## src/rtl/srl_tap_delay_if.sv

```systemverilog
// ---------------------------------------------------------------------------
// srl_tap_delay_if
//
// Purpose: bundles the data-path signals of the tapped shift-register delay
// line so the delay line and whatever drives it share one declaration.
//
// Signals (clk and rst_n stay outside the interface as plain ports):
//   ce     - shift enable, all lanes shift together
//   flush  - synchronous clear of the fill count (stored data is kept)
//   din    - LANES*WIDTH input, lane L at [L*WIDTH +: WIDTH]
//   tap    - stage index to read, 0 = newest sample
//   dout   - stage[tap] of every lane, same lane packing as din
//   valid  - dout holds a sample written since the last flush/reset
//   fill   - number of valid stages, 0..DEPTH
//   full   - fill == DEPTH
//
// Modports: master drives ce/flush/din/tap, slave (the delay line) drives
// dout/valid/fill/full.
// ---------------------------------------------------------------------------
interface srl_tap_delay_if #(
   parameter int WIDTH = 8,
   parameter int DEPTH = 16,
   parameter int LANES = 4
) ();
   localparam int AW = $clog2(DEPTH);
   localparam int CW = $clog2(DEPTH + 1);

   logic                   ce;
   logic                   flush;
   logic [LANES*WIDTH-1:0] din;
   logic [AW-1:0]          tap;
   logic [LANES*WIDTH-1:0] dout;
   logic                   valid;
   logic [CW-1:0]          fill;
   logic                   full;

   modport master (
      output ce, flush, din, tap,
      input  dout, valid, fill, full
   );

   modport slave (
      input  ce, flush, din, tap,
      output dout, valid, fill, full
   );
endinterface

```

## src/rtl/srl_tap_delay.sv

```systemverilog
// ---------------------------------------------------------------------------
// srl_tap_delay
//
// Purpose: multi-lane shift-register delay line with a runtime-selectable
// read tap. LANES independent WIDTH-bit lanes share one shift enable and
// one read address, so the structure maps onto dynamic-address SRLs. A fill
// counter tracks how many stages hold samples written since the last
// flush/reset, which drives the valid flag for the selected tap.
//
// Ports:
//   clk    - clock, all state updates on the rising edge
//   rst_n  - asynchronous active-low reset (clears storage, fill, outputs)
//   bus    - srl_tap_delay_if.slave: ce, flush, din, tap in;
//            dout, valid, fill, full out
//
// Configuration macro:
//   SRL_TAP_OUTREG_EN - when defined, dout/valid are registered (one extra
//                       cycle of latency, register updates every cycle
//                       regardless of ce). When undefined, the read path is
//                       purely combinational from storage, fill and tap.
// ---------------------------------------------------------------------------
module srl_tap_delay #(
   parameter int WIDTH = 8,
   parameter int DEPTH = 16,
   parameter int LANES = 4
) (
   input logic          clk,
   input logic          rst_n,
   srl_tap_delay_if.slave bus
);
   localparam int AW = $clog2(DEPTH);
   localparam int CW = $clog2(DEPTH + 1);
   localparam logic [CW-1:0] DEPTH_C = CW'(DEPTH);

   logic [WIDTH-1:0]       stage_q [LANES][DEPTH];
   logic [CW-1:0]          fill_q;
   logic [CW-1:0]          fill_d;
   logic [CW-1:0]          tapExt;
   logic                   tapInRange;
   logic [LANES*WIDTH-1:0] readData_d;
   logic                   readValid_d;

   // Storage: every lane shifts by one stage on ce; the oldest sample falls
   // off the end. Flush deliberately leaves the data alone.
   always_ff @(posedge clk or negedge rst_n) begin
      if (!rst_n) begin
         for (int l = 0; l < LANES; l++) begin
            for (int k = 0; k < DEPTH; k++) begin
               stage_q[l][k] <= '0;
            end
         end
      end else if (bus.ce) begin
         for (int l = 0; l < LANES; l++) begin
            stage_q[l][0] <= bus.din[l*WIDTH +: WIDTH];
            for (int k = 1; k < DEPTH; k++) begin
               stage_q[l][k] <= stage_q[l][k-1];
            end
         end
      end
   end

   // Fill counter next state: flush restarts the count (at 1 if this same
   // edge also shifts a sample in), otherwise count shifts up to DEPTH.
   always_comb begin
      fill_d = fill_q;
      if (bus.flush) begin
         fill_d = bus.ce ? CW'(1) : '0;
      end else if (bus.ce && (fill_q != DEPTH_C)) begin
         fill_d = fill_q + CW'(1);
      end
   end

   // Fill counter register.
   always_ff @(posedge clk or negedge rst_n) begin
      if (!rst_n) begin
         fill_q <= '0;
      end else begin
         fill_q <= fill_d;
      end
   end

   // Read mux: a tap beyond the last stage (possible when DEPTH is not a
   // power of two) reads as zero and invalid instead of indexing past the
   // array. Since fill never exceeds DEPTH, tap < fill alone implies range.
   always_comb begin
      tapExt      = CW'(bus.tap);
      tapInRange  = (tapExt < DEPTH_C);
      readData_d  = '0;
      readValid_d = 1'b0;
      if (tapInRange) begin
         for (int l = 0; l < LANES; l++) begin
            readData_d[l*WIDTH +: WIDTH] = stage_q[l][bus.tap];
         end
         readValid_d = (tapExt < fill_q);
      end
   end

`ifdef SRL_TAP_OUTREG_EN
   logic [LANES*WIDTH-1:0] dout_q;
   logic                   valid_q;

   // Registered read port: captures the pre-edge combinational read every
   // cycle, independent of ce, so tap changes show up one cycle later.
   always_ff @(posedge clk or negedge rst_n) begin
      if (!rst_n) begin
         dout_q  <= '0;
         valid_q <= 1'b0;
      end else begin
         dout_q  <= readData_d;
         valid_q <= readValid_d;
      end
   end

   assign bus.dout  = dout_q;
   assign bus.valid = valid_q;
`else
   assign bus.dout  = readData_d;
   assign bus.valid = readValid_d;
`endif

   assign bus.fill = fill_q;
   assign bus.full = (fill_q == DEPTH_C);
endmodule

```

## src/flat_wrapper.sv

```systemverilog
// flat-port wrapper written by rule: the top's interface ports become plain ports
module srl_tap_delay_flat 
#(
   parameter int WIDTH = 8,
   parameter int DEPTH = 16,
   parameter int LANES = 4
)
  (clk, rst_n, bus_ce, bus_flush, bus_din, bus_tap, bus_dout, bus_valid, bus_fill, bus_full);
  srl_tap_delay_if #(.WIDTH(WIDTH), .DEPTH(DEPTH), .LANES(LANES)) bus_i ();
  input logic clk;
  input logic rst_n;
  input wire logic [$bits(bus_i.ce)-1:0] bus_ce;
  input wire logic [$bits(bus_i.flush)-1:0] bus_flush;
  input wire logic [$bits(bus_i.din)-1:0] bus_din;
  input wire logic [$bits(bus_i.tap)-1:0] bus_tap;
  output wire logic [$bits(bus_i.dout)-1:0] bus_dout;
  output wire logic [$bits(bus_i.valid)-1:0] bus_valid;
  output wire logic [$bits(bus_i.fill)-1:0] bus_fill;
  output wire logic [$bits(bus_i.full)-1:0] bus_full;
  assign bus_i.ce = bus_ce;
  assign bus_i.flush = bus_flush;
  assign bus_i.din = bus_din;
  assign bus_i.tap = bus_tap;
  assign bus_dout = bus_i.dout;
  assign bus_valid = bus_i.valid;
  assign bus_fill = bus_i.fill;
  assign bus_full = bus_i.full;
  srl_tap_delay #(.WIDTH(WIDTH), .DEPTH(DEPTH), .LANES(LANES)) u_core (.clk(clk), .rst_n(rst_n), .bus(bus_i));
endmodule
```

## config.mk

```make
export PLATFORM = sky130hd
export DESIGN_NAME = srl_tap_delay_flat
export DESIGN_NICKNAME = d
export VERILOG_FILES = /design/src/rtl/srl_tap_delay_if.sv /design/src/rtl/srl_tap_delay.sv /design/src/flat_wrapper.sv
export SDC_FILE = /design/constraint.sdc
export NUM_CORES = 1
export LEC_CHECK = 0
export BUFFER_PORTS_ARGS = -buffer_cell sky130_fd_sc_hd__buf_2
export CORE_ASPECT_RATIO = 1.2
export CORE_MARGIN = 8
export CORE_UTILIZATION = 40
export CTS_CLUSTER_DIAMETER = 30
export DETAILED_ROUTE_END_ITERATION = 10
export PLACE_DENSITY = 0.58
export SYNTH_ARGS = -nofsm -noshare
export SYNTH_HDL_FRONTEND = slang
export SYNTH_SLANG_ARGS = --single-unit
```

## constraint.sdc

```tcl
create_clock -name clk -period 2.5 [get_ports clk]
set_clock_uncertainty 0.1 [all_clocks]
set_input_delay 0.5 -clock clk [delete_from_list [all_inputs] [get_ports clk]]
set_output_delay 0.5 -clock clk [all_outputs]
set_load 0.02 [all_outputs]
```

==> flow_summary.json, run 1 <==
{
  "switching_share": 0.264,
  "worst_pin_slew_ps": 529,
  "vdd_drop_max_mv": 0.864,
  "firstDrtPassIters": 5,
  "synth_cells": 1391,
  "synth-edff-count": 0,
  "switchingPower_mw": 9.62,
  "cts-root-buf": "clkbuf_16",
  "synth_ff_type": "dfrtp_1",
  "vias": 13000,
  "yosysWarnings": 0,
  "die_h_um": 278,
  "grt_max_degree": 100,
  "dieArea_mm2": 0.0652,
  "layout_min_cycle_time_ps": 2620,
  "wl_per_cell_um": 19.2,
  "htree_levels": 3,
  "fmax_mhz": 382,
  "internal_power_mw": 26.8,
  "startpoint_type": "flop",
  "hp-class": "in2reg",
  "numPortBuffers": 78,
  "grt_pass1_wl_um": 79500,
  "yosysTopAreaCell": "dfrtp_1",
  "reg2reg_to": "u_core.bus.fill[1]",
  "io_pins": 79,
  "cp.required_ps": 1900,
  "synthAdderAreaFrac": 0.00273,
  "clkLatencyLatePin_ps": 650,
  "synthTopCellsByArea": "dfrtp_1, mux2_2, mux4_2, a22oi_1, buf_2",
  "nFillCells": 4673,
  "syn_area_mm2": 0.0229,
  "totalPowerFinal_mw": 36.4,
  "layout_commonest_cell": "dfrtp_1",
  "syn_nets": 1436,
  "crit_slowest_cell": "or3_4",
  "r2r_cells": 8,
  "worst_slack_ps": -120,
  "die_w_um": 235,
  "drive_gt1_frac": 0.656,
  "grt_pass1_vias": 14600,
  "via_per_inst": 5.23,
  "regArea_mm2": 0.0129,
  "r2r_slack_ps": 820,
  "finalSetupViolCount": 27,
  "power.clock.fraction": 0.414,
  "hold_path_end": "u_core.stage_q[125]",
  "synth_compound_area_frac": 0.0221,
  "antenna_found_initial": 4,
  "period_share": 1.05,
  "multi_input_area_mm2": 0.00987,
  "r2r-start": "u_core.bus.fill[1]",
  "numCtsBuffers": 110,
  "synth_top_family_by_area": "multiplexers",
  "grt-ovfl-total": 0,
  "powerDensity_mw_per_mm2": 1200,
  "gpl.final_weighted_congestion": 0.711,
  "relSlewSlack": 0.647,
  "synth-seq-area-share": 0.564,
  "remaining_drc_errors": 0,
  "drt_iter0_drc": 445,
  "async_reset_ff_frac": 1.00,
  "synthDistinctLibCells": 27,
  "fin_util": 0.531,
  "final_nets": 1702,
  "max_stage_delay_ps": 370,
  "muxShareOfSynthArea": 0.378,
  "violations": "setup timing",
  "static-leakage-power_nw": 12.8,
  "yosysTopAreaCellShare": 0.564,
  "start_util": 0.403,
  "rows": 96,
  "synthSimpleGateAreaFrac": 0.0102,
  "cap_violations": 0,
  "p_comb_frac": 0.211,
  "critical_path_class": "reg2out",
  "worstSetupEndpointType": "output port",
  "status": "finished with violations",
  "ant_nets": 0,
  "synthXorXnorAreaFrac": 0.000764,
  "path_cells": "inv_2 > ha_4 > a21o_1 > a211oi_2 > or3_4 > buf_6",
  "cts_tree": "built",
  "clock_sinks": 517,
  "power.share.sequential": 0.376,
  "gr-usage-all-layers": 0.152,
  "avgSynthCellArea_um2": 16.5,
  "finalHoldViolCount": 0,
  "hold_start": "bus_din[29]",
  "syn2layout_area_growth_pct": 31.9,
  "crit_arrival_ps": 2020,
  "synth_seq_cells": 517,
  "dp_hpwl_um": 29000,
  "slew_viol_final": 0,
  "whs_path_depth": 2,
  "crit_fanout": 2,
  "clockBufferDepth": 3,
  "rsz0062_at_grt": "true",
  "mostFrequentLayoutCells": "dfrtp_1, mux2_2, mux4_2",
  "postRouteWirelength_um": 47900,
  "fp.coreArea_mm2": 0.0569,
  "clk_pin_slew_ps": 50
}
[how the worst max path moves through the flow]
stage,from,to,slack (ps),depth (start not counted)
after floorplan,bus_tap[0],bus_dout[0],120,5
after global placement,bus_tap[0],bus_dout[15],-130,6
after detailed placement,bus_tap[0],bus_dout[15],-100,6
after CTS,u_core.stage_q[315],bus_dout[11],-170,4
after global routing,u_core.bus.fill[1],bus_valid,-200,6
final,u_core.bus.fill[1],bus_valid,-120,6
[stage by stage]
stage          area, µm²  setup slack, ps  cells  TNS, ps  hold slack, ps
2_1_floorplan      22900              118   1391        0             104
3_3_place_gp       24800             -125   2180    -2410             376
3_5_place_dp       24800             -103   2180    -2050             386
4_1_cts            29900             -173   2477    -2850            2.15
5_1_grt            30200             -199   2490    -3440            19.1
6_report           30200             -120   2491     -873            39.7
[cell usage after synthesis, types with 2 or more instances]
library cell and number:
nand4_1 2, mux4_2 128, buf_4 10, nor2_1 7, buf_1 6, dfrtp_1 517, nand2_1 34, buf_2 59
inv_1 4, mux2_2 512, a22oi_1 64, clkbuf_1 26, nor2b_1 2, ha_1 5, nand2b_1 3
[kinds of logic after synthesis]
| group | Yosys count |
|---|---|
| mux | 641 |
| flops | 517 |
| buf+inv | 105 |
| compound gates | 68 |
| simple gates | 53 |
| fa+ha+maj | 5 |
| xor+xnor | 2 |
[state kept, by name, indices dropped and copies added, names as in the netlist]
register	cells
u_core.stage_q	512
u_core.bus.fill	5
[final cells by class]
| cell class | count | area share |
|---|---|---|
| sequential | 517 | 0.428 |
| multi-input combinational | 769 | 0.327 |
| clock buffer | 132 | 0.0975 |
| timing repair buffer | 255 | 0.0828 |
| clock inverter | 77 | 0.0339 |
| tap | 735 | 0.0304 |
| inverter | 4 | 0.000497 |
| antenna | 2 | 0.000166 |
[layer usage]
layer,wire [µm],global-route usage,vias up,part of all wire
met3,2230,0.0352,70,0.046
li1,-,-,5874,-
met2,24200,0.251,171,0.51
met5,13,0,-,0.00027
met4,917,0.0535,2,0.019
met1,20500,0.195,6902,0.43
[power by group through the flow]
stage | combinational (mW) | sequential (mW) | clock [mW]
global placement | 6.26 | 13.7 | 0
finish | 7.67 | 13.7 | 15.1
CTS | 7.57 | 13.7 | 15.4
detailed placement | 6.43 | 13.9 | 0
global route | 8.31 | 14.2 | 15.9
floorplan | 5.15 | 13.1 | 0
[timing repair]
| item | in CTS | in global routing |
|---|---|---|
| pin swaps | 72 | 20 |
| cloned | 1 | 0 |
| endpoints found under the hold margin | 63 | 0 |
| endpoints found under the setup margin | 33 | 34 |
| gates resized for setup | 114 | 40 |
| hold buffers | 28 | 0 |
| setup buffers | 59 | 12 |
[critical path: cells and delay by family (launching register included)]
kind | cells | cell delay (ps)
buffers and inverters | 2 | 210
flip-flops | 1 | 360
adder cells (fa/ha/maj) | 1 | 250
AND/OR/NAND/NOR | 1 | 370
AO/OA/AOI/OAI | 2 | 180
Note: power is estimated with default switching activity, not from simulation.
==> inputs of run 2 (changes only) <==
Settings changed: SLEW_MARGIN set to 20.
Clock period 2.5 ns to 2.8 ns, I/O delays scaled along.
==> run 2 against run 1 <==
Effect of this change: die area unchanged; largest cell class unchanged; the run now ends clean; critical endpoint unchanged; total power decreased by 11%; register-to-register slack improved by 380 ps; flip-flop and latch count unchanged; setup slack improved by 180 ps; global-route usage decreased by 0.41 points; final area decreased by 4.8%.
==> flow_summary.json, run 2 (synthesis results as in run 1) <==
{
  "status": "completed",
  "wl_per_cell_um": 19.5,
  "grt_max_degree": 107,
  "clockBufferDepth": 3,
  "largest-register": "u_core.stage_q",
  "crit_fanout": 2,
  "cap_violations": 0,
  "critical_path_class": "reg2out",
  "nFillCells": 4766,
  "layout_min_cycle_time_ps": 2740,
  "dp_hpwl_um": 28100,
  "clock_sinks": 517,
  "finalSetupViolCount": 0,
  "die_h_um": 278,
  "cts-root-buf": "clkbuf_16",
  "grt-ovfl-total": 0,
  "fmax_mhz": 365,
  "dieArea_mm2": 0.0652,
  "grt_pass1_vias": 14100,
  "ant_nets": 0,
  "vdd_drop_max_mv": 0.526,
  "via_per_inst": 5.31,
  "use_met2": 0.239,
  "antenna_found_initial": 3,
  "worstSetupEndpointType": "output port",
  "finalHoldViolCount": 0,
  "powerDensity_mw_per_mm2": 1120,
  "fin_cells": 2367,
  "htree_levels": 3,
  "worst_pin_slew_ps": 614,
  "grt_use_met3": 0.0365,
  "crit_arrival_ps": 2080,
  "remaining_drc_errors": 0,
  "relSlewSlack": 0.591,
  "gpl.final_weighted_congestion": 0.694,
  "vias": 12600,
  "rsz0062_at_grt": "true",
  "layout_commonest_cell": "dfrtp_1",
  "drive_gt1_frac": 0.599,
  "hp-class": "in2reg",
  "postRouteWirelength_um": 46200,
  "clk_pin_slew_ps": 50,
  "final_nets": 1579,
  "period_share": 0.978,
  "dp_cells": 2151,
  "numPortBuffers": 78,
  "largest_reg_flops": 512,
  "numCtsBuffers": 111,
  "rows": 96,
  "start_util": 0.403,
  "place_worst_setup_slack_ps": 37.6,
  "gr-usage-all-layers": 0.148,
  "syn2layout_area_growth_pct": 25.5,
  "clkLatencyLatePin_ps": 650,
  "mostFrequentLayoutCells": "dfrtp_1, mux2_2, mux4_2",
  "die_w_um": 235,
  "startpoint_type": "flop",
  "worst_slack_ps": 61.1,
  "static-leakage-power_nw": 12.3,
  "grt_pass1_wl_um": 77400,
  "gr-usage-met1": 0.192,
  "slew_viol_final": 0,
  "busiest_layer": "met2",
  "cp.required_ps": 2140,
  "io_pins": 79,
  "cts_tree": "built",
  "firstDrtPassIters": 4,
  "drt_iter0_drc": 626,
  "fp.coreArea_mm2": 0.0569
}
-- run 2: routing by layer --
| layer | part of all wire | up-vias |
|---|---|---|
| li1 | - | 5596 |
| met3 | 0.044 | 89 |
| met4 | 0.022 | 4 |
| met1 | 0.44 | 6700 |
| met2 | 0.49 | 183 |
| met5 | 0.00058 | - |
-- run 2: power breakdown --
part           switching, mW  internal, mW
logic                   1.92          3.70
registers               1.92          10.3
clock network           4.34          10.1
-- run 2: critical path, stage by stage (launching register included) --
cell,delay (ps)
dfrtp_1,360
inv_2,60
ha_4,250
a21o_1,130
a211oi_2,70
or3_4,410
buf_6,150
-- run 2: cell type report --
class                   count  area (µm²)  share of cell area
flip-flops and latches    517       12900               0.450
multi-input cells         769        9540               0.331
clock buffers             142        3060               0.107
repair buffers            131        1160              0.0402
clock inverters            68        1140              0.0395
well taps                 735         920              0.0320
inverters                   4        15.0            0.000522
diodes                      1        2.50           0.0000870
-- run 2: repair_timing --
item / CTS / global route
setup endpoints to repair: 2 / 6
endpoints found under the hold margin: 43 / 0
hold buffers: 3 / 0
pin swaps: 1 / 5
setup buffers: 1 / 1
resized for setup: 3 / 10
-- run 2: path summary, 6_finish.rpt --
check / cells past startpoint / slack (ps) / end / start
min in group asynchronous: 2 / 350 / u_core.stage_q[470] / rst_n
min reg2reg: 1 / 400 / u_core.stage_q[256] / u_core.stage_q[256]
max: 6 / 60 / bus_valid / u_core.bus.fill[1]
min: 2 / 50 / u_core.stage_q[505] / bus_din[1]
max reg2reg: 6 / 1200 / u_core.bus.fill[1] / u_core.bus.fill[0]
max in group asynchronous: 3 / 1350 / u_core.bus.fill[2] / rst_n
-- run 2: through the flow --
| stage | utilization | setup TNS [ps] | hold WS [ps] | area [µm²] | power [mW] |
|---|---|---|---|---|---|
| 6_report | 0.505 | 0 | 45.4 | 28800 | 32.3 |
| 3_5_place_dp | 0.430 | 0 | 392 | 24500 | 18.0 |
| 2_1_floorplan | - | 0 | 164 | 22900 | 16.2 |
| 3_3_place_gp | 0.430 | 0 | 384 | 24500 | 17.8 |
| 4_1_cts | 0.504 | 0 | 0.988 | 28700 | 32.7 |
| 5_1_grt | 0.505 | -31.3 | 22.4 | 28800 | 34.0 |
==> inputs of run 3 (changes only) <==
Clock period 2.8 ns to 3.4 ns, I/O delays scaled along.
==> run 3 against run 2 <==
Effect of this change: utilization is 0.99 points lower; combinational power fell by 18%; via count down 0.19%; setup slack better by 290 ps; count of clock-buffer cells in the layout grew 2; flip-flop and latch count unchanged; clock power shrank 26%; final cell count down 0.76%; non-clock buffer count shrank 8; hold slack better by 140 ps; routed wire length decreased by 0.27%; critical endpoint is now bus_dout[16]; largest power group unchanged; highest routed layer unchanged.
==> flow_summary.json, run 3 (synthesis results as in run 1) <==
{
  "status": "completed",
  "r2r_slack_ps": 1730,
  "cts_tree": "built",
  "dieArea_mm2": 0.0652,
  "finalSetupViolCount": 0,
  "fp.coreArea_mm2": 0.0569,
  "layout_commonest_cell": "dfrtp_1",
  "startpoint_type": "input pin",
  "numCtsBuffers": 106,
  "drive_gt1_frac": 0.590,
  "cp.required_ps": 2620,
  "gr-usage-all-layers": 0.147,
  "slew_viol_final": 0,
  "firstDrtPassIters": 4,
  "numPortBuffers": 78,
  "relSlewSlack": 0.509,
  "vias": 12500,
  "largest_reg_flops": 512,
  "worst_pin_slew_ps": 736,
  "grt_max_degree": 89,
  "clockBufferDepth": 3,
  "r2r_cells": 6,
  "htree_levels": 3,
  "via_per_inst": 5.34,
  "regArea_mm2": 0.0129,
  "crit_start": "bus_tap[0]",
  "start_util": 0.403,
  "reg2reg_to": "u_core.bus.fill[1]",
  "dp_hpwl_um": 27600,
  "grt_pass1_vias": 13900,
  "drt_iter0_drc": 721,
  "totalPowerFinal_mw": 25.4,
  "rows": 96,
  "mostFrequentLayoutCells": "dfrtp_1, mux2_2, mux4_2",
  "worstSetupEndpointType": "output port",
  "clock_sinks": 517,
  "hp-class": "in2reg",
  "final_nets": 1566,
  "crit_end": "bus_dout[16]",
  "postRouteWirelength_um": 46100,
  "wl_per_cell_um": 19.6,
  "fmax_mhz": 328,
  "die_h_um": 278,
  "die_w_um": 235,
  "cts-root-buf": "clkbuf_16",
  "io_pins": 79,
  "tns_ps": 0,
  "antenna_found_initial": 3,
  "largest-register": "u_core.stage_q",
  "rsz0062_at_grt": "false",
  "multi_input_area_mm2": 0.00950,
  "clkLatencyLatePin_ps": 630,
  "r2r-start": "u_core.bus.fill[0]",
  "grt-ovfl-total": 0,
  "vdd_drop_max_mv": 0.443,
  "ant_nets": 0,
  "syn2layout_area_growth_pct": 23.1,
  "gpl.final_weighted_congestion": 0.719,
  "grt_pass1_wl_um": 77300,
  "remaining_drc_errors": 0,
  "crit_arrival_ps": 2270,
  "finalHoldViolCount": 0,
  "powerDensity_mw_per_mm2": 901,
  "static-leakage-power_nw": 12.0,
  "nFillCells": 4835,
  "critical_path_class": "in2out",
  "cap_violations": 0,
  "layout_min_cycle_time_ps": 3050,
  "period_share": 0.896,
  "crit_fanout": 19,
  "clk_pin_slew_ps": 50,
  "cts_setup_buffers": 0
}
run 3: changes by cell type in the layout (fill, tap and decap cells not counted), sizes merged, moves of 6 or more:
cell	before	now
clkinv	22	30
bufinv	25	15
buf	128	122
inv	16	8
run 3: how the worst min path moves through the flow:
stage	start	to	depth (start not counted)
global route	bus_din[28]	u_core.stage_q[124]	2
global placement	u_core.stage_q[256]	u_core.stage_q[256]	1
CTS	bus_din[25]	u_core.stage_q[121]	2
floorplan	rst_n	u_core.bus.fill[0]	0
detailed placement	u_core.stage_q[7]	u_core.stage_q[7]	1
finish	bus_din[25]	u_core.stage_q[121]	2
run 3: through the flow:
stage	instance area [µm²]	util	setup slack [ps]	instances	hold WS, ps
detailed placement	24400	0.429	337	2147	391
finish	28200	0.495	355	2349	182
floorplan	22900	-	658	1391	284
global route	28200	0.495	256	2348	152
CTS	28200	0.495	336	2348	134
global placement	24400	0.429	333	2147	384
run 3: final cells by class:
| type | count | area share |
|---|---|---|
| timing repair buffer | 123 | 0.0370 |
| antenna | 1 | 0.0000887 |
| inverter | 4 | 0.000532 |
| tap | 735 | 0.0326 |
| sequential | 517 | 0.459 |
| clock buffer | 144 | 0.108 |
| multi-input combinational | 769 | 0.337 |
| clock inverter | 56 | 0.0267 |
run 3: report_power, final:
group / total, mW / switching [mW] / internal [mW]
Sequential: 10.1 / 1.59 / 8.52
Clock: 10.7 / 3.33 / 7.36
Combinational: 4.59 / 1.57 / 3.02
run 3: routing by layer:
| layer | GRT usage | share of wire | wire length, µm | up-vias |
|---|---|---|---|---|
| li1 | - | - | - | 5578 |
| met1 | 0.195 | 0.44 | 20500 | 6687 |
| met2 | 0.234 | 0.49 | 22600 | 198 |
| met3 | 0.0355 | 0.043 | 2000 | 83 |
| met4 | 0.0533 | 0.021 | 988 | 2 |
| met5 | 0 | 0.00028 | 13 | - |
run 3: repair_timing:
| item | 4_1_cts | 5_1_grt |
|---|---|---|
| hold endpoints to repair | 26 | 0 |
| resized for setup | 0 | 0 |
| hold buffers | 1 | 0 |
run 3: worst max-delay path, cell delays in order:
cell and delay [ps]:
buf_8 210, buf_12 240, mux4_2 530, a22oi_1 200, nand2_1 150, buf_2 200
